$ cat config.mk
export PLATFORM = sky130hd
export DESIGN_NAME = pc_sequencer
export DESIGN_NICKNAME = d
export VERILOG_FILES = /design/src/rtl/cpu_pkg.sv /design/src/rtl/branch_target_adder.sv /design/src/rtl/pc_sequencer.sv
export SDC_FILE = /design/constraint.sdc
export NUM_CORES = 1
export LEC_CHECK = 0
export BUFFER_PORTS_ARGS = -buffer_cell sky130_fd_sc_hd__buf_2
export CAP_MARGIN = 0
export CORE_ASPECT_RATIO = 1.75
export CORE_MARGIN = 5
export CORE_UTILIZATION = 25
export CTS_CLUSTER_DIAMETER = 100
export DETAILED_ROUTE_END_ITERATION = 7
export PLACE_DENSITY = 0.54
export SETUP_SLACK_MARGIN = 0.2
export SLEW_MARGIN = 5
export SYNTH_ARGS = -nofsm -noshare
export SYNTH_HDL_FRONTEND = slang
export SYNTH_SLANG_ARGS = --single-unit
$ cat constraint.sdc
create_clock -name CLK -period 8.1 [get_ports CLK]
set_input_delay 0.405 -clock CLK [delete_from_list [all_inputs] [get_ports CLK]]
set_output_delay 0.405 -clock CLK [all_outputs]
set_load 0.05 [all_outputs]
$ cat src/rtl/cpu_pkg.sv
// Shared CPU definitions: sequencer state encoding, reset vector, fetch step
// and the branch-control bundle that the control unit drives.
package cpu_pkg;

    // Sequencer states. HOLD is only ever seen for the one edge after reset.
    typedef enum logic [1:0] {
        StHold  = 2'b00,
        StRun   = 2'b01,
        StStall = 2'b10
    } pc_state_e;

    // Default sequential fetch step in bytes.
    localparam int unsigned DefaultInstrBytes = 4;

    // Default reset vector.
    localparam logic [31:0] ResetVec = 32'h0000_0000;

    // Branch-control bundle produced by the control unit.
    typedef struct packed {
        logic jump;
        logic beq;
        logic bne;
    } ctrl_bundle_t;

    // Taken decision. BEQ and BNE may be high together; the equation decides.
    function automatic logic branch_taken(input ctrl_bundle_t ctrl, input logic zero);
        return ctrl.jump | (ctrl.beq & zero) | (ctrl.bne & ~zero);
    endfunction

endpackage

$ cat src/rtl/branch_target_adder.sv
// Branch/jump target adder: sign-extends an offset, scales it by a left
// shift and adds it to a base address. Wraps modulo 2^ADDR_W.
module branch_target_adder #(
    parameter int unsigned ADDR_W    = 32,
    parameter int unsigned OFF_W     = 8,
    parameter int unsigned OFF_SHIFT = 2
) (
    input  logic [ADDR_W-1:0] base,
    input  logic [OFF_W-1:0]  offset,
    output logic [ADDR_W-1:0] target
);

    logic [ADDR_W-1:0] off_ext;
    logic [ADDR_W-1:0] off_scaled;

    // Sign-extend first so the shift keeps negative offsets negative.
    always_comb begin
        off_ext    = {{(ADDR_W-OFF_W){offset[OFF_W-1]}}, offset};
        off_scaled = off_ext << OFF_SHIFT;
        target     = base + off_scaled;
    end

endmodule

$ cat src/rtl/pc_sequencer.sv
// Program-counter sequencer: holds the PC, resolves jump/beq/bne, freezes on
// memory busy and keeps saturating retired-instruction and taken-branch counts.
module pc_sequencer
    import cpu_pkg::*;
#(
    parameter int unsigned      ADDR_W      = 32,
    parameter int unsigned      OFF_W       = 8,
    parameter int unsigned      OFF_SHIFT   = 2,
    parameter int unsigned      INSTR_BYTES = DefaultInstrBytes,
    parameter logic [ADDR_W-1:0] RESET_VEC  = ADDR_W'(ResetVec),
    parameter int unsigned      CNT_W       = 16
) (
    input  logic              CLK,
    input  logic              RESET,
    input  logic              JUMP,
    input  logic              BEQ,
    input  logic              BNE,
    input  logic              ZERO,
    input  logic [OFF_W-1:0]  OFFSET,
    input  logic              IMEM_BUSY,
    input  logic              DMEM_BUSY,
    output logic [ADDR_W-1:0] PC,
    output logic [ADDR_W-1:0] PC_NEXT_SEQ,
    output logic              PC_VALID,
    output logic              STALLED,
    output logic [CNT_W-1:0]  INSTR_CNT,
    output logic [CNT_W-1:0]  BR_CNT
);

    pc_state_e         state_q;
    logic [ADDR_W-1:0] pc_q;
    logic              pc_valid_q;
    logic              stalled_q;
    logic [CNT_W-1:0]  instr_cnt_q;
    logic [CNT_W-1:0]  br_cnt_q;

    ctrl_bundle_t      ctrl;
    logic              busy;
    logic              taken;
    logic [ADDR_W-1:0] pc_seq;
    logic [ADDR_W-1:0] pc_target;
    logic [ADDR_W-1:0] pc_next;

    // Target is relative to the sequential address, not to the current PC.
    branch_target_adder #(
        .ADDR_W    (ADDR_W),
        .OFF_W     (OFF_W),
        .OFF_SHIFT (OFF_SHIFT)
    ) u_target_adder (
        .base   (pc_seq),
        .offset (OFFSET),
        .target (pc_target)
    );

    // Sequential address, branch decision and next-PC select.
    always_comb begin
        ctrl.jump = JUMP;
        ctrl.beq  = BEQ;
        ctrl.bne  = BNE;
        busy      = IMEM_BUSY | DMEM_BUSY;
        pc_seq    = pc_q + ADDR_W'(INSTR_BYTES);
        taken     = branch_taken(ctrl, ZERO);
        pc_next   = taken ? pc_target : pc_seq;
    end

    // FSM, PC and saturating counters; reset is synchronous and wins over all.
    always_ff @(posedge CLK) begin
        if (!RESET) begin
            state_q     <= StHold;
            pc_q        <= RESET_VEC;
            pc_valid_q  <= 1'b0;
            stalled_q   <= 1'b0;
            instr_cnt_q <= '0;
            br_cnt_q    <= '0;
        end else begin
            // Every non-reset edge leaves HOLD, so the PC is fetchable after it.
            pc_valid_q <= 1'b1;
            unique case (state_q)
                StHold: begin
                    state_q   <= StRun;
                    stalled_q <= 1'b0;
                end
                StRun, StStall: begin
                    if (busy) begin
                        // Branch inputs are ignored; upstream holds them stable.
                        state_q   <= StStall;
                        stalled_q <= 1'b1;
                    end else begin
                        state_q   <= StRun;
                        stalled_q <= 1'b0;
                        pc_q      <= pc_next;
                        if (instr_cnt_q != '1) begin
                            instr_cnt_q <= instr_cnt_q + CNT_W'(1);
                        end
                        if (taken && (br_cnt_q != '1)) begin
                            br_cnt_q <= br_cnt_q + CNT_W'(1);
                        end
                    end
                end
                default: begin
                    state_q   <= StHold;
                    stalled_q <= 1'b0;
                end
            endcase
        end
    end

    // Outputs straight from registers, except the combinational sequential PC.
    always_comb begin
        PC          = pc_q;
        PC_NEXT_SEQ = pc_seq;
        PC_VALID    = pc_valid_q;
        STALLED     = stalled_q;
        INSTR_CNT   = instr_cnt_q;
        BR_CNT      = br_cnt_q;
    end

endmodule
==> results of run 1 <==
[power groups by stage]
stage | Sequential [µW] | Clock (µW) | Combinational, µW
finish | 365 | 378 | 371
global route | 367 | 403 | 402
CTS | 365 | 388 | 373
detailed placement | 372 | 0 | 371
global placement | 372 | 0 | 372
floorplan | 414 | 0 | 231
[sequential cells by signal, summed over array words and instances, names as in the netlist]
register,cells
BR_CNT,16
INSTR_CNT,16
PC,30
PC_VALID,1
STALLED,1
state_q,2
[worst register-to-register path: stages (launching register included)]
cell	delay, ps
dfxtp_1	480
and4_1	290
and4_1	340
and3_1	430
nand3_2	130
or2_1	280
xnor2_2	230
ha_1	340
nand4_1	160
nor3_1	60
or3_1	420
a2111oi_0	440
nand2_1	100
o211ai_1	120
nand4_1	120
o311ai_1	130
[final cells by class]
type                       instances  area (µm²)
fill                            2290       14600
multi-input combinational        566        3770
sequential                        66        1320
timing repair buffer             114         583
tap                              252         315
clock buffer                      12         256
inverter                          16        60.1
clock inverter                     4        26.3
[logic make-up after synthesis]
group	share of synthesized area [%]
DFF	25.0
AOI/OAI and AO/OA	22.0
muxes	0.567
other	0.0708
buffers and inverters	4.30
and+or+nand+nor	25.9
xor gates and xnor gates	12.4
adders and majority gates	9.83
[layer usage]
metal	vias up	wire, µm
met5	-	0
li1	2658	-
met2	145	10100
met3	41	948
met4	0	809
met1	2589	6830
[path summary, 6_finish.rpt]
| check | from | to | cells past startpoint | slack [ps] |
|---|---|---|---|---|
| setup / recovery | PC[4] | PC[31] | 15 | 3940 |
| hold / removal | IMEM_BUSY | state_q[1] | 3 | 350 |
| setup reg to reg | PC[4] | PC[31] | 15 | 3940 |
| hold reg to reg | BR_CNT[8] | BR_CNT[8] | 2 | 500 |
[through the flow]
step           setup slack (ps)  util [%]  cells  hold slack [ps]  area, µm²
2_1_floorplan              3360         -    683              433       5310
3_3_place_gp               4000      28.9   1014              489       6050
3_5_place_dp               3950      28.9   1014              496       6050
4_1_cts                    3920      30.2   1030              344       6330
5_1_grt                    3580      30.2   1030              348       6330
6_report                   3940      30.2   1030              347       6330
[cell usage after synthesis, types with 4 or more instances]
library cell | instances | area [µm²]
nand2_1 | 67 | 251
dfxtp_1 | 66 | 1320
nor2_1 | 60 | 225
a21oi_1 | 59 | 295
xnor2_1 | 43 | 377
ha_1 | 40 | 500
o21ai_0 | 36 | 180
xor2_1 | 30 | 263
nand3_1 | 29 | 145
clkbuf_1 | 24 | 90.1
nand4_1 | 21 | 131
inv_1 | 16 | 60.1
nor3_1 | 16 | 80.1
and2_1 | 12 | 75.1
and3_1 | 12 | 75.1
a21o_1 | 11 | 82.6
a31oi_1 | 10 | 62.6
or3_1 | 10 | 62.6
buf_4 | 9 | 67.6
and4_1 | 8 | 70.1
o21a_1 | 6 | 45.0
a22oi_1 | 5 | 37.5
a41oi_1 | 5 | 43.8
a211oi_1 | 4 | 30.0
nor2b_1 | 4 | 25.0
nor4_1 | 4 | 25.0
o22ai_1 | 4 | 25.0
or4_1 | 4 | 30.0
==> impl_metrics.csv, run 1 <==
group,metric,value,unit
outcome,outcome,"completed",
place,place_congestion,0.877,
routing,avgRoutedWirePerCell,18.2,µm
yosys,synth_seq_cells,66,
timing,skew,9.20,ps
routing,vias,5433,
critical_path,crit_slowest_cell,"dfxtp_1",
cells_and_area,area_delta_synth_final,19.6,%
power,clkPwrFrac,33.9,%
timing,fin_crit_sh,51.3,%
global_route,overflow,0,
clock_tree,htreeDepth,3,
clock_tree,clockBufferDepth,2,
power,p_leak,0.00276,µW
critical_path,critPathLaunchType,"flop",
yosys,seq_area_frac_synth,25.0,%
yosys,synth_edf_count,0,
job,cap_violations,0,
global_route,grt_pass1_vias,5356,
place,hpwl,14500,µm
clock_tree,clock_latency,340,ps
timing,final-max-slew-violation-count,0,
timing,finalCriticalPeriod,4160,ps
global_route,grt.busiest_layer,"met2",
global_route,grt.met1_usage,15.1,%
timing,worst_slew_pin_slew,1020,ps
power,seqPwrFrac,32.8,%
timing,slew_headroom,31.9,%
clock_tree,cts_buffers,9,
yosys,ys.flop_type,"dfxtp_1",
min_path,hold_class,"primary input to flop",
global_route,grt_usage,15.1,%
power,power_frac_comb,33.3,%
critical_path,critical_path.max_stage_delay,480,ps
floorplan,die_w,120,µm
floorplan,die_area,0.0243,mm²
timing,setup_tns,0,ps
floorplan,die_h,203,µm
power,powerDensity,176,mW/mm²
global_route,grt_pass1_wl,29100,µm
yosys,synth_cells,680,
power,p_int,672,µW
critical_path,crit_path_cell_trace,"and4_1 -> and4_1 -> and3_1 -> nand3_2 -> or2_1 -> xnor2_2 -> ha_1 -> nand4_1 -> nor3_1 -> or3_1 -> a2111oi_0 -> nand2_1 -> o211ai_1 -> nand4_1 -> o311ai_1",
cells_and_area,final_cell_mix,"buf_2, nand2_1, dfxtp_1, nor2_1, a21oi_1",
global_route,antenna_found_initial,0,
floorplan,io_pins,114,
routing,routed_wl,18700,µm
timing,setup_viol,0,
global_route,grt_max_degree,48,
cells_and_area,final_common_cell,"buf_2",
clock_tree,cts_num_sinks,66,
power,p_switching,442,µW
clock_tree,post_cts_buffers,0,
clock_tree,cts-root-buf,"clkbuf_16",
global_route,grt.met2_usage,28.5,%
critical_path,crit_buf_inv,0,
routing,drt_iter0_drc,229,
clock_tree,cts_resized,0,
critical_path,crit_family,"simple AND/OR/NAND/NOR gates",
critical_path,end_kind,"flop",
critical_path,worstSetupPathType,"flop to flop",
routing,first_pass_iters,4,
cells_and_area,num_antenna_cells,0,
power,ir_worst_vdd,81.3,µV
floorplan,rows,70,
yosys,syn_area_per_cell,7.79,µm²
floorplan,core-area,0.0209,mm²
global_route,met3_usage,3.65,%
routing,vias_per_cell,5.27,
yosys,synthDistinctLibCells,72,
clock_tree,cts.clk_slew.worst_paths,60,ps
timing,max_freq,0.241,GHz
timing,rsz0062_at_grt,"false",
cells_and_area,drive_gt1_share,19.5,%
routing,ant_nets,0,
yosys,yosysWarnings,0,
power,p_total,1110,µW
critical_path,crit_fanout,8,
critical_path,worstPathArrival,4400,ps
yosys,syn-cell-area,0.00529,mm²
place,numPortBuffers,109,
critical_path,required,8340,ps
clock_tree,cts-hold-fix-buffers,0,
timing,final_hold_viol_count,0,
clock_tree,cts_tree,"yes",
routing,drcViolationCount,0,
cells_and_area,nets,830,
floorplan,initial_core_util,25.3,%
yosys,ys_async_sr_fraction,0,%
power,netSwitchingFraction,39.7,%
No activity file was read; power rests on OpenSTA's default activity.
==> run 2, diff against run 1 <==
--- a/config.mk
+++ b/config.mk
@@ -12,7 +12,7 @@
 export CORE_UTILIZATION = 25
 export CTS_CLUSTER_DIAMETER = 100
 export DETAILED_ROUTE_END_ITERATION = 7
-export PLACE_DENSITY = 0.54
+export PLACE_DENSITY = 0.55
 export SETUP_SLACK_MARGIN = 0.2
 export SLEW_MARGIN = 5
 export SYNTH_ARGS = -nofsm -noshare
==> constraint.sdc (replaced) <==
create_clock -name CLK -period 3.8 [get_ports CLK]
set_input_delay 0.19 -clock CLK [delete_from_list [all_inputs] [get_ports CLK]]
set_output_delay 0.19 -clock CLK [all_outputs]
set_load 0.05 [all_outputs]
==> impl_metrics.csv, run 2 (synthesized netlist as in run 1, its figures left out) <==
group,metric,value,unit
routing,vias,5729,
timing,hold-worst-slack,85.9,ps
timing,final-max-slew-violation-count,0,
floorplan,die_h,203,µm
routing,ant_nets,0,
routing,drt_iter0_drc,297,
timing,setup_viol,0,
critical_path,crit_fanout,8,
floorplan,rows,70,
cells_and_area,fin_cells,1072,
min_path,hold_class,"primary input to flop",
global_route,overflow,0,
outcome,outcome,"completed",
cells_and_area,num_antenna_cells,0,
place,hpwl,15900,µm
clock_tree,cts_tree,"yes",
place,dp_cells,1043,
critical_path,required,4080,ps
critical_path,worstPathArrival,3790,ps
critical_path,critPathLaunchType,"flop",
clock_tree,cts-hold-fix-buffers,0,
place,placed_cell_area,0.00661,mm²
timing,finalCriticalPeriod,3500,ps
timing,skew,11.0,ps
routing,vias_per_cell,5.34,
routing,routed_wl,20500,µm
routing,avgRoutedWirePerCell,19.1,µm
cells_and_area,area_delta_synth_final,35.0,%
timing,setup_tns,0,ps
critical_path,end_kind,"flop",
critical_path,r2r-start,"PC[4]",
power,ir_worst_vdd,242,µV
clock_tree,cts_num_sinks,66,
floorplan,io_pins,114,
min_path,hp-start,"IMEM_BUSY",
timing,max_freq,0.286,GHz
timing,fin_crit_sh,92.2,%
cells_and_area,drive_gt1_share,31.3,%
place,place_congestion,0.924,
routing,drcViolationCount,0,
power,p_total,2600,µW
place,numPortBuffers,109,
timing,rsz0062_at_grt,"true",
clock_tree,clock_latency,350,ps
clock_tree,htreeDepth,3,
clock_tree,cts_buffers,9,
global_route,grt_pass1_vias,5719,
job,cap_violations,0,
timing,worst_slew_pin_slew,776,ps
power,powerDensity,364,mW/mm²
floorplan,die_w,120,µm
clock_tree,cts-root-buf,"clkbuf_16",
clock_tree,cts.clk_slew.worst_paths,70,ps
routing,first_pass_iters,5,
global_route,grt_usage,16.5,%
critical_path,worstSetupPathType,"flop to flop",
cells_and_area,largest_reg_flops,30,
cells_and_area,final_cell_mix,"buf_2, nand2_1, a21oi_1, nor2_1, dfxtp_1",
cells_and_area,stdcell_area,0.00715,mm²
floorplan,core-area,0.0209,mm²
timing,final_hold_viol_count,0,
global_route,antenna_found_initial,1,
timing,slew_headroom,48.1,%
global_route,grt_max_degree,38,
critical_path,critPathLaunch,"PC[4]",
floorplan,die_area,0.0243,mm²
cells_and_area,nets,872,
cells_and_area,final_common_cell,"buf_2",
clock_tree,clockBufferDepth,2,
power,p_leak,0.00317,µW
floorplan,initial_core_util,25.3,%
global_route,grt_pass1_wl,31300,µm
==> run 2: metal layers <==
layer / track usage [%] / vias to the layer above / routed length (µm)
met1: 15.6 / 2715 / 7010
li1: - / 2743 / -
met5: 0 / - / 7
met4: 10.3 / 2 / 1200
met3: 3.96 / 74 / 1170
met2: 31.3 / 195 / 11100
==> run 2: through the flow <==
stage | utilization (%) | worst slack, ps
3_3_place_gp | 31.6 | 130
5_1_grt | 34.1 | 168
3_5_place_dp | 31.6 | 110
2_1_floorplan | - | 46.8
4_1_cts | 33.2 | 218
6_report | 34.1 | 298
==> run 2: critical path, stage by stage, from the launching register on <==
cell and delay, ps:
dfxtp_4 400, and4_4 240, and4_4 270, nand4_1 150, xnor2_2 200, ha_1 370, nand2_1 100, or4_4 540
o21ai_4 230, a41oi_4 190, or4_4 590, a31oi_4 140
==> run 2: final cells by class <==
| class | count | area, µm² |
|---|---|---|
| timing repair buffer | 156 | 902 |
| multi-input combinational | 566 | 4170 |
| tap | 252 | 315 |
| sequential | 66 | 1380 |
| clock inverter | 6 | 75.1 |
| inverter | 16 | 60.1 |
| fill | 2210 | 13800 |
| clock buffer | 10 | 250 |
==> run 2: path summary, 6_finish.rpt <==
path                                    to  slack, ps  depth (start not counted)
worst min register to register   BR_CNT[8]        500                          2
worst max-delay path                PC[26]        300                         11
worst max register to register      PC[26]        300                         11
worst min-delay path            state_q[1]         90                          3
==> run 2: repair_timing <==
action | CTS | global route
setup buffers | 0 | 13
pin swaps | 0 | 14
setup endpoints to repair | 5 | 12
resized for setup | 3 | 20
==> run 2: power breakdown <==
group,internal (µW),switching (µW)
Combinational,285,602
Clock,560,379
Sequential,727,50.9
